`src/rtl/zigzag_pkg.sv`:
```
// zigzag_pkg
// Shared definitions for the zigzag reorder buffer: block size, coefficient
// type, read-side FSM state encoding and the JPEG zigzag scan table that maps
// a zigzag index k to the raster (row-major) address inside an 8x8 block.
package zigzag_pkg;

    localparam int COEF_W = 12;
    localparam int BLK    = 64;

    typedef logic signed [COEF_W-1:0] coef_t;

    typedef enum logic {
        RD_IDLE,
        RD_STREAM
    } rd_state_t;

    // ZZ[k] = raster address of the k-th coefficient in zigzag scan order
    localparam logic [5:0] ZZ [64] = '{
        6'd0,  6'd1,  6'd8,  6'd16, 6'd9,  6'd2,  6'd3,  6'd10,
        6'd17, 6'd24, 6'd32, 6'd25, 6'd18, 6'd11, 6'd4,  6'd5,
        6'd12, 6'd19, 6'd26, 6'd33, 6'd40, 6'd48, 6'd41, 6'd34,
        6'd27, 6'd20, 6'd13, 6'd6,  6'd7,  6'd14, 6'd21, 6'd28,
        6'd35, 6'd42, 6'd49, 6'd56, 6'd57, 6'd50, 6'd43, 6'd36,
        6'd29, 6'd22, 6'd15, 6'd23, 6'd30, 6'd37, 6'd44, 6'd51,
        6'd58, 6'd59, 6'd52, 6'd45, 6'd38, 6'd31, 6'd39, 6'd46,
        6'd53, 6'd60, 6'd61, 6'd54, 6'd47, 6'd55, 6'd62, 6'd63
    };

    function automatic logic [5:0] zz_addr(input logic [5:0] k);
        return ZZ[k];
    endfunction

endpackage

```
`src/rtl/zz_bank_ram.sv`:
```
// zz_bank_ram
// One 64-entry coefficient bank: single synchronous write port, single
// asynchronous read port. Contents are not reset; validity is tracked by the
// owner through its bank-full flags.
//   clk    - system clock
//   we     - write enable
//   waddr  - raster write address
//   wdata  - coefficient to store
//   raddr  - read address (combinational read)
//   rdata  - coefficient at raddr
module zz_bank_ram #(
    parameter int DW = 12
) (
    input  logic          clk,
    input  logic          we,
    input  logic [5:0]    waddr,
    input  logic [DW-1:0] wdata,
    input  logic [5:0]    raddr,
    output logic [DW-1:0] rdata
);

    logic [DW-1:0] mem [64];

    always_ff @(posedge clk) begin
        if (we) begin
            mem[waddr] <= wdata;
        end
    end

    assign rdata = mem[raddr];

endmodule

```
`src/rtl/zigzag_reorder_buf.sv`:
```
// zigzag_reorder_buf
// Ping-pong reorder buffer between the DCT and the quantiser. Raster-order
// coefficients are written into one 64-entry bank while the other bank is
// read out in JPEG zigzag order through a registered output stage.
//   clk, rst    - clock, asynchronous active-high reset
//   din         - coefficient in raster order
//   din_valid   - din valid this cycle
//   din_ready   - buffer can accept din (current write bank not full)
//   din_sob     - start-of-block marker for raster coefficient 0
//   dout        - coefficient in zigzag order
//   dout_valid  - dout holds a valid coefficient
//   dout_ready  - downstream accepts dout
//   dout_last   - dout is zigzag index 63 of its block
//   sob_err     - one-cycle pulse on a start-of-block protocol mismatch
module zigzag_reorder_buf #(
    parameter int DW  = 12,
    parameter int BLK = 64
) (
    input  logic          clk,
    input  logic          rst,
    input  logic [DW-1:0] din,
    input  logic          din_valid,
    output logic          din_ready,
    input  logic          din_sob,
    output logic [DW-1:0] dout,
    output logic          dout_valid,
    input  logic          dout_ready,
    output logic          dout_last,
    output logic          sob_err
);

    import zigzag_pkg::*;

    localparam logic [5:0] LAST_IDX = 6'(BLK - 1);

    logic [5:0]    wr_cnt;
    logic [5:0]    rd_cnt;
    logic          wr_bank;
    logic          rd_bank;
    logic [1:0]    full;
    logic [1:0]    full_nxt;
    rd_state_t     state;
    rd_state_t     state_nxt;

    logic          wr_fire;
    logic          wr_done;
    logic          can_load;
    logic          load;
    logic          rd_done;
    logic [5:0]    rd_addr;
    logic [DW-1:0] rdata0;
    logic [DW-1:0] rdata1;
    logic [DW-1:0] rd_data;

    assign din_ready = !full[wr_bank];
    assign wr_fire   = din_valid && din_ready;
    assign wr_done   = wr_fire && (wr_cnt == LAST_IDX);
    assign can_load  = !dout_valid || dout_ready;
    assign rd_done   = load && (rd_cnt == LAST_IDX);
    assign rd_addr   = zz_addr(rd_cnt);
    assign rd_data   = rd_bank ? rdata1 : rdata0;

    zz_bank_ram #(.DW(DW)) u_bank0 (
        .clk   (clk),
        .we    (wr_fire && !wr_bank),
        .waddr (wr_cnt),
        .wdata (din),
        .raddr (rd_addr),
        .rdata (rdata0)
    );

    zz_bank_ram #(.DW(DW)) u_bank1 (
        .clk   (clk),
        .we    (wr_fire && wr_bank),
        .waddr (wr_cnt),
        .wdata (din),
        .raddr (rd_addr),
        .rdata (rdata1)
    );

    // Write side. A mismatched start-of-block marker is only flagged; the
    // coefficient is still stored at the current count (no resync).
    always_ff @(posedge clk or posedge rst) begin
        if (rst) begin
            wr_cnt  <= '0;
            wr_bank <= 1'b0;
            sob_err <= 1'b0;
        end else begin
            sob_err <= wr_fire && (din_sob != (wr_cnt == 6'd0));
            if (wr_fire) begin
                wr_cnt <= wr_cnt + 6'd1;
            end
            if (wr_done) begin
                wr_bank <= !wr_bank;
            end
        end
    end

    // Set and clear never target the same bank in one cycle: a write can
    // only complete into a non-full bank, a read only finishes a full one.
    always_comb begin
        full_nxt = full;
        if (wr_done) begin
            full_nxt[wr_bank] = 1'b1;
        end
        if (rd_done) begin
            full_nxt[rd_bank] = 1'b0;
        end
    end

    always_ff @(posedge clk or posedge rst) begin
        if (rst) begin
            full <= '0;
        end else begin
            full <= full_nxt;
        end
    end

    // Read FSM. IDLE loads the first coefficient in the same cycle it sees a
    // full bank, giving one cycle from the final write to valid output. At
    // the end of a block it stays in STREAM if the other bank is waiting.
    always_comb begin
        state_nxt = state;
        load      = 1'b0;
        case (state)
            RD_IDLE: begin
                if (full[rd_bank]) begin
                    state_nxt = RD_STREAM;
                    load      = can_load;
                end
            end
            RD_STREAM: begin
                if (full[rd_bank] && can_load) begin
                    load = 1'b1;
                    if (rd_cnt == LAST_IDX) begin
                        state_nxt = full[!rd_bank] ? RD_STREAM : RD_IDLE;
                    end
                end
            end
            default: begin
                state_nxt = RD_IDLE;
            end
        endcase
    end

    // Output register holds its contents while stalled; valid drops only when
    // a transfer completes without a replacement load.
    always_ff @(posedge clk or posedge rst) begin
        if (rst) begin
            state      <= RD_IDLE;
            rd_cnt     <= '0;
            rd_bank    <= 1'b0;
            dout       <= '0;
            dout_valid <= 1'b0;
            dout_last  <= 1'b0;
        end else begin
            state <= state_nxt;
            if (load) begin
                dout       <= rd_data;
                dout_valid <= 1'b1;
                dout_last  <= (rd_cnt == LAST_IDX);
                rd_cnt     <= rd_cnt + 6'd1;
                if (rd_cnt == LAST_IDX) begin
                    rd_bank <= !rd_bank;
                end
            end else if (dout_ready) begin
                dout_valid <= 1'b0;
                dout_last  <= 1'b0;
            end
        end
    end

endmodule

```
`config.mk`:
```
export PLATFORM = sky130hd
export DESIGN_NAME = zigzag_reorder_buf
export DESIGN_NICKNAME = d
export VERILOG_FILES = /design/src/rtl/zigzag_pkg.sv /design/src/rtl/zz_bank_ram.sv /design/src/rtl/zigzag_reorder_buf.sv
export SDC_FILE = /design/constraint.sdc
export NUM_CORES = 2
export LEC_CHECK = 0
export ABC_CLOCK_PERIOD_IN_PS = 8400
export CAP_MARGIN = 20
export CORE_ASPECT_RATIO = 2
export CORE_MARGIN = 2
export CORE_UTILIZATION = 65
export CTS_BUF_LIST = sky130_fd_sc_hd__clkbuf_4 sky130_fd_sc_hd__clkbuf_8
export DETAILED_ROUTE_END_ITERATION = 10
export GPL_TIMING_DRIVEN = 0
export PLACE_DENSITY = 0.78
export SKIP_LAST_GASP = 1
export SLEW_MARGIN = 20
export SYNTH_ARGS = -nofsm -noshare
export SYNTH_HDL_FRONTEND = slang
export SYNTH_HIERARCHICAL = 1
export SYNTH_SLANG_ARGS = --single-unit
```
`constraint.sdc`:
```
create_clock -name clk -period 8.4 [get_ports clk]
set_input_delay 1.68 -clock clk [delete_from_list [all_inputs] [get_ports clk]]
set_output_delay 1.68 -clock clk [all_outputs]
set_load 0.005 [all_outputs]
```
## Yosys cells after proc, flatten, opt, wreduce, memory -nomap -nowiden

Memories as Yosys holds them, arrays and structs flattened.
Index checks and enable logic that the tools add are counted.

- Register bits after elaboration: 32
- Latch bits: 0
- RAM bits: 1536
- Memory bits (read-only): 384
- Input port bits: 17
- Output and inout port bits: 16
- Logic and storage cells: 76
- Memories kept: 3

- Add/sub/neg operators: 2
- Multipliers: 0
- Div/mod/pow operators: 0
- $lt $le $gt $ge: 6
- Equal/unequal tests: 3
- Shifts and indexed selects: 0
- Muxes and demuxes: 30
- Bitwise logic cells: 5
- Reductions and logical operators: 17

Memory list:

| name | depth | bits a word | read ports | clocked after Yosys merged registers in | write ports | line | source |
|---|---|---|---|---|---|---|---|
| u_bank0.mem | 64 | 12 | 1 | 0 | 1 | zz_bank_ram.sv:22 | `logic [DW-1:0] mem [64];` |
| u_bank1.mem | 64 | 12 | 1 | 0 | 1 | zz_bank_ram.sv:22 |  |
| (no name shown) | 64 | 6 | 1 | 0 | 0 | zigzag_pkg.sv:30 | `return ZZ[k];` |

Operators with widths:

| cell | number |
|---|---|
| 1-bit 2-to-1 mux | 21 |
| 6-bit by 1-bit adder with 6-bit output (second input constant) | 2 |
| 6-bit equality test (second input constant) | 2 |
| 12-bit 2-to-1 mux | 1 |
| 6-bit 2-to-1 mux | 2 |
| 1-bit logical AND | 9 |
| 7-bit >= comparator (second input constant) | 1 |
| 6-bit inverter with 7-bit output | 1 |
| 6-bit logical NOT | 1 |
| 1-bit by 2-bit < comparator with 1-bit output (second input constant) | 3 |
| 1-bit logical NOT | 4 |
| 2-bit 2-to-1 mux | 2 |
| 1-bit case mux with 2 select lines | 2 |
| 2-bit bitwise AND | 1 |
| 1-bit demux with 1-bit select | 2 |
| 1-bit >= comparator (second input constant) | 2 |
| 2-bit inverter | 1 |
| 2-bit bitwise OR | 1 |
| 2-bit AND reduction | 1 |
| 2-bit nonzero test | 1 |
| 1-bit logical OR | 1 |
| 1-bit != test | 1 |
| 1-bit inverter | 1 |

## Depth between registers and ports, before layout

- Depth after elaboration: 8
- Mapped depth: 17
- Mapped depth without buffers: 13

## Modules after synthesis

The synthesis kept the hierarchy.

By module, submodules not included:

| module | times used | cells an instance | area each (µm²) | seq. area each (µm²) |
|---|---|---|---|---|
| zz_bank_ram | 2 | 1327 | 29610.9 | 23062.1 |
| zigzag_reorder_buf | 1 | 231 | 2183.3 | 775.7 |

## Least setup slack after synthesis

No wires, ideal clock.

- Kind: register -> register
- Start: reg rd_cnt[1]
- End: reg dout[1]
- Library setup time: 0.123 ns
- Arrival: 3.684 ns
- Required time: 8.277 ns
- Path slack: 4.592 ns
- Stages on the path, launching flop included: 16
- Path buffers: 3
- Clock period less this slack: 3.808 ns
- Path through: dfrtp_1 > inv_1 > ha_1 > nand2b_1 > o21ai_0 > mux4_2 > mux2i_1 > buf_6 > buf_6 > buf_2 > mux4_2 > mux2_2 > o221ai_1 > o31ai_1 > mux2i_1 > o21ai_1

- Longest elaborated chain between the ends: 6
- Elaborated cells between the ends (all ways): 7
- Classes of those cells: 3 x mux; 1 x bitwise; 3 x memory

RTL lines:

| element | line | source |
|---|---|---|
| start, declared | zigzag_reorder_buf.sv:37 | `logic [5:0] rd_cnt;` |
| start signal, assigned | zigzag_reorder_buf.sv:162 | `rd_cnt <= rd_cnt + 6'd1;` |
| 6-bit inverter with 7-bit output (implied by the code) | zigzag_pkg.sv:30 |  |
| memory read 64 x 6 bit | - |  |
| 6-bit 2-to-1 mux (implied by the code) (2 in series) | zigzag_pkg.sv:30 |  |
| named net rd_addr[0] | zigzag_reorder_buf.sv:50 | `logic [5:0] rd_addr;` |
| memory read 64 x 12 bit | - |  |
| named net rdata1[1] | zigzag_reorder_buf.sv:52 | `logic [DW-1:0] rdata1;` |
| 12-bit 2-to-1 mux | zigzag_reorder_buf.sv:61 | `assign rd_data = rd_bank ? rdata1 : rdata0;` |
| end signal, assigned | zigzag_reorder_buf.sv:159 | `dout <= rd_data;` |
| end, declared | zigzag_reorder_buf.sv:25 | `output logic [DW-1:0] dout,` |

The timed path passes the listed nets, and every way through them passes these cells. The select of a mux whose other input is x is not followed.
A chain may end at the register's enable or synchronous reset.

## Worst setup path after layout

Ends and elaborated chain as after synthesis.

==> impl_metrics.json <==
{
  "cp.required_ns": 9.23,
  "place_congestion": 1.01,
  "irDropWorstVdd_mv": 0.221,
  "finalCriticalPeriod_ns": 5.98,
  "cts_buffer_depth": 3,
  "die_w_um": 221,
  "sw_frac_of_total": 0.243,
  "area_growth_pct": 10.9,
  "fin_worst_skew_ns": 0.0461,
  "mostFrequentLayoutCells": "edfxtp_1, mux4_2, clkbuf_8",
  "cts-htree-levels": 4,
  "endpoint_kind": "flip-flop",
  "sequentialPowerShare": 0.551,
  "cts.clk_slew.worst_paths_ns": 0.07,
  "core_area_sq_um": 93700,
  "power_density_nw_per_um2": 235,
  "syn_nets": 2918,
  "design.die.area_sq_um": 97100,
  "synthArstFlopShare": 0.0198,
  "pwr-share-clk": 0.349,
  "num_rows": 159,
  "arrival_ns": 6.82,
  "postCtsSetupRepairBufs": 0,
  "instances_no_fill": 4514,
  "die_y_um": 439,
  "synth_top_area_cell": "edfxtp_1",
  "syn_area_per_cell_sq_um": 21.3,
  "p_comb_frac": 0.100,
  "synth_edf_count": 1536,
  "final_common_cell": "edfxtp_1",
  "hold_path_class": "reg2reg",
  "tightest_slew_ns": 1.28,
  "finalMaxSlewViolations": 0,
  "grt_pass1_wl_mm": 234,
  "path_max_fanout": 10,
  "clock-root-buffer": "clkbuf_8",
  "ant_nets": 0,
  "synth_ff_type": "edfxtp_1",
  "overflow": 0,
  "synth.area.top_cells": "edfxtp_1, mux4_2, dfrtp_1",
  "layout_setup_ws_ns": 2.42,
  "grt_max_degree": 97,
  "relSlewSlack": 0.136,
  "dpl_cell_area_sq_um": 63900,
  "start_kind": "flip-flop",
  "critical_path_class": "reg2reg",
  "cts_resized": 0,
  "drv_cap": 0,
  "clk_latency_ns": 0.94,
  "dp_cells": 4150,
  "yosys.cell_types.count": 58,
  "leakage_nw": 21.0,
  "initial_core_util": 0.655,
  "wl_mm": 168,
  "cell_internal_pwr_mw": 12.1,
  "fmax_ghz": 0.167,
  "syn_inst": 2885,
  "drive_gt1_frac": 0.295,
  "drtIter0Drc": 3582,
  "syn_area_sq_um": 61400,
  "yosysWarnings": 6,
  "port_buffers": 32,
  "p_sw_mw": 3.89,
  "design_area_sq_um": 68100,
  "yosys.area.top_type_share": 0.751,
  "finalCritPeriodShare": 0.712,
  "first_global_vias": 32500,
  "rsz0062_at_grt": "no",
  "track_usage": 0.353,
  "routed_via_density": 7.00,
  "cts_tree": "done",
  "numCtsBuffers": 195,
  "finalSetupTns_ns": 0,
  "ys_seq_area_frac": 0.764,
  "yosys_register_bits": 1567,
  "holdBufCountCts": 0,
  "routed-via-count": 31600,
  "cts_num_sinks": 1567,
  "finalSetupViolCount": 0,
  "antenna_found_initial": 3,
  "drtPass1Iterations": 6,
  "fin_nets": 3173,
  "hold_viol": 0,
  "dp.final_hpwl_mm": 117,
  "route.detailed.drc": 0,
  "io_pins": 33,
  "routedWlPerCell_um": 37.3,
  "dp_slack_ns": 2.80,
  "status": "finished, final reports clean"
}
[Yosys cell counts (20+ instances only)]
cell type,number
edfxtp_1,1536
mux4_2,387
nor2_1,158
clkbuf_1,69
mux2i_1,60
nand2_1,53
nand2b_1,52
o22ai_1,48
buf_2,34
o221ai_1,32
dfrtp_1,31
buf_6,30
nand3_1,30
nor2b_1,30
a21oi_1,29
o21ai_0,28
a211oi_1,27
nor3_1,24
buf_4,23
a31oi_1,20
[power groups by stage]
stage / combinational (mW) / clock, mW / sequential (mW)
2_1_floorplan: 0.823 / 0 / 8.95
3_3_place_gp: 1.43 / 0 / 9.02
3_5_place_dp: 1.54 / 0 / 8.99
4_1_cts: 1.54 / 5.66 / 8.82
5_1_grt: 1.64 / 5.96 / 8.82
6_report: 1.61 / 5.59 / 8.82
[layer usage]
metal | wire, um | global-route usage
met2 | 89200 | 0.618
met5 | 7 | 0
met1 | 49500 | 0.359
met3 | 12000 | 0.0681
met4 | 17600 | 0.314
[cell type report]
class	instances	area, sq um
plain buffers	162	965
clock buffers	255	3200
flip-flops and latches	1567	46900
fillers	5269	25600
multi-input cells	1145	13800
diodes	4	10.0
repair buffers	58	811
clock inverters	105	841
well taps	1207	1510
inverters	11	41.3
[worst max-delay path, cell delays in order (launching register included)]
cell,delay [ns]
dfrtp_1,0.62
inv_1,0.28
ha_1,0.53
nor2_2,0.10
o31ai_1,0.37
mux4_2,0.36
buf_4,0.29
buf_2,0.40
buf_2,0.43
clkbuf_1,0.57
nor3_1,0.15
a211oi_1,0.68
o221ai_1,0.48
o31ai_1,0.28
mux2i_1,0.16
o21ai_1,0.15
[through the flow]
| stage | utilization | power [mW] | hold WS, ns |
|---|---|---|---|
| floorplan | - | 9.77 | 0.479 |
| global placement | 0.675 | 10.4 | 0.484 |
| detailed placement | 0.682 | 10.5 | 0.506 |
| CTS | 0.725 | 16.0 | 0.526 |
| global route | 0.727 | 16.4 | 0.554 |
| finish | 0.727 | 16.0 | 0.528 |
[registers in the layout, indices dropped and copies added (netlist names)]
signal	flops
dout_valid	1
dout_last	1
dout	12
full	2
rd_bank	1
u_bank0/mem	768
rd_cnt	6
wr_bank	1
wr_cnt	6
sob_err	1
u_bank1/mem	768
[kinds of logic (layout without fill, tap and decap cells)]
kind of cell             Yosys count  in the layout  synth area share
AND/OR/NAND/NOR                  384            384            0.0298
adder cells (fa/ha/maj)           16             16           0.00326
buffers and inverters            173            591            0.0163
other                              0              4                 0
XOR/XNOR                          12             12           0.00171
AO/OA/AOI/OAI                    270            270            0.0304
flip-flops                      1567           1567             0.764
multiplexers                     463            463             0.155
[worst paths after layout]
| kind | start | end | cells past startpoint | slack (ns) |
|---|---|---|---|---|
| setup / recovery | rd_cnt[1] | dout[1] | 15 | 2.42 |
| hold / removal | dout[9] | dout[9] | 2 | 0.53 |
| setup reg to reg | rd_cnt[1] | dout[1] | 15 | 2.42 |
| hold reg to reg | dout[9] | dout[9] | 2 | 0.53 |
| max in group asynchronous | rst | dout[9] | 3 | 7.05 |
| min in group asynchronous | rst | sob_err | 2 | 0.93 |
Note: power is estimated with default switching activity, not from simulation.
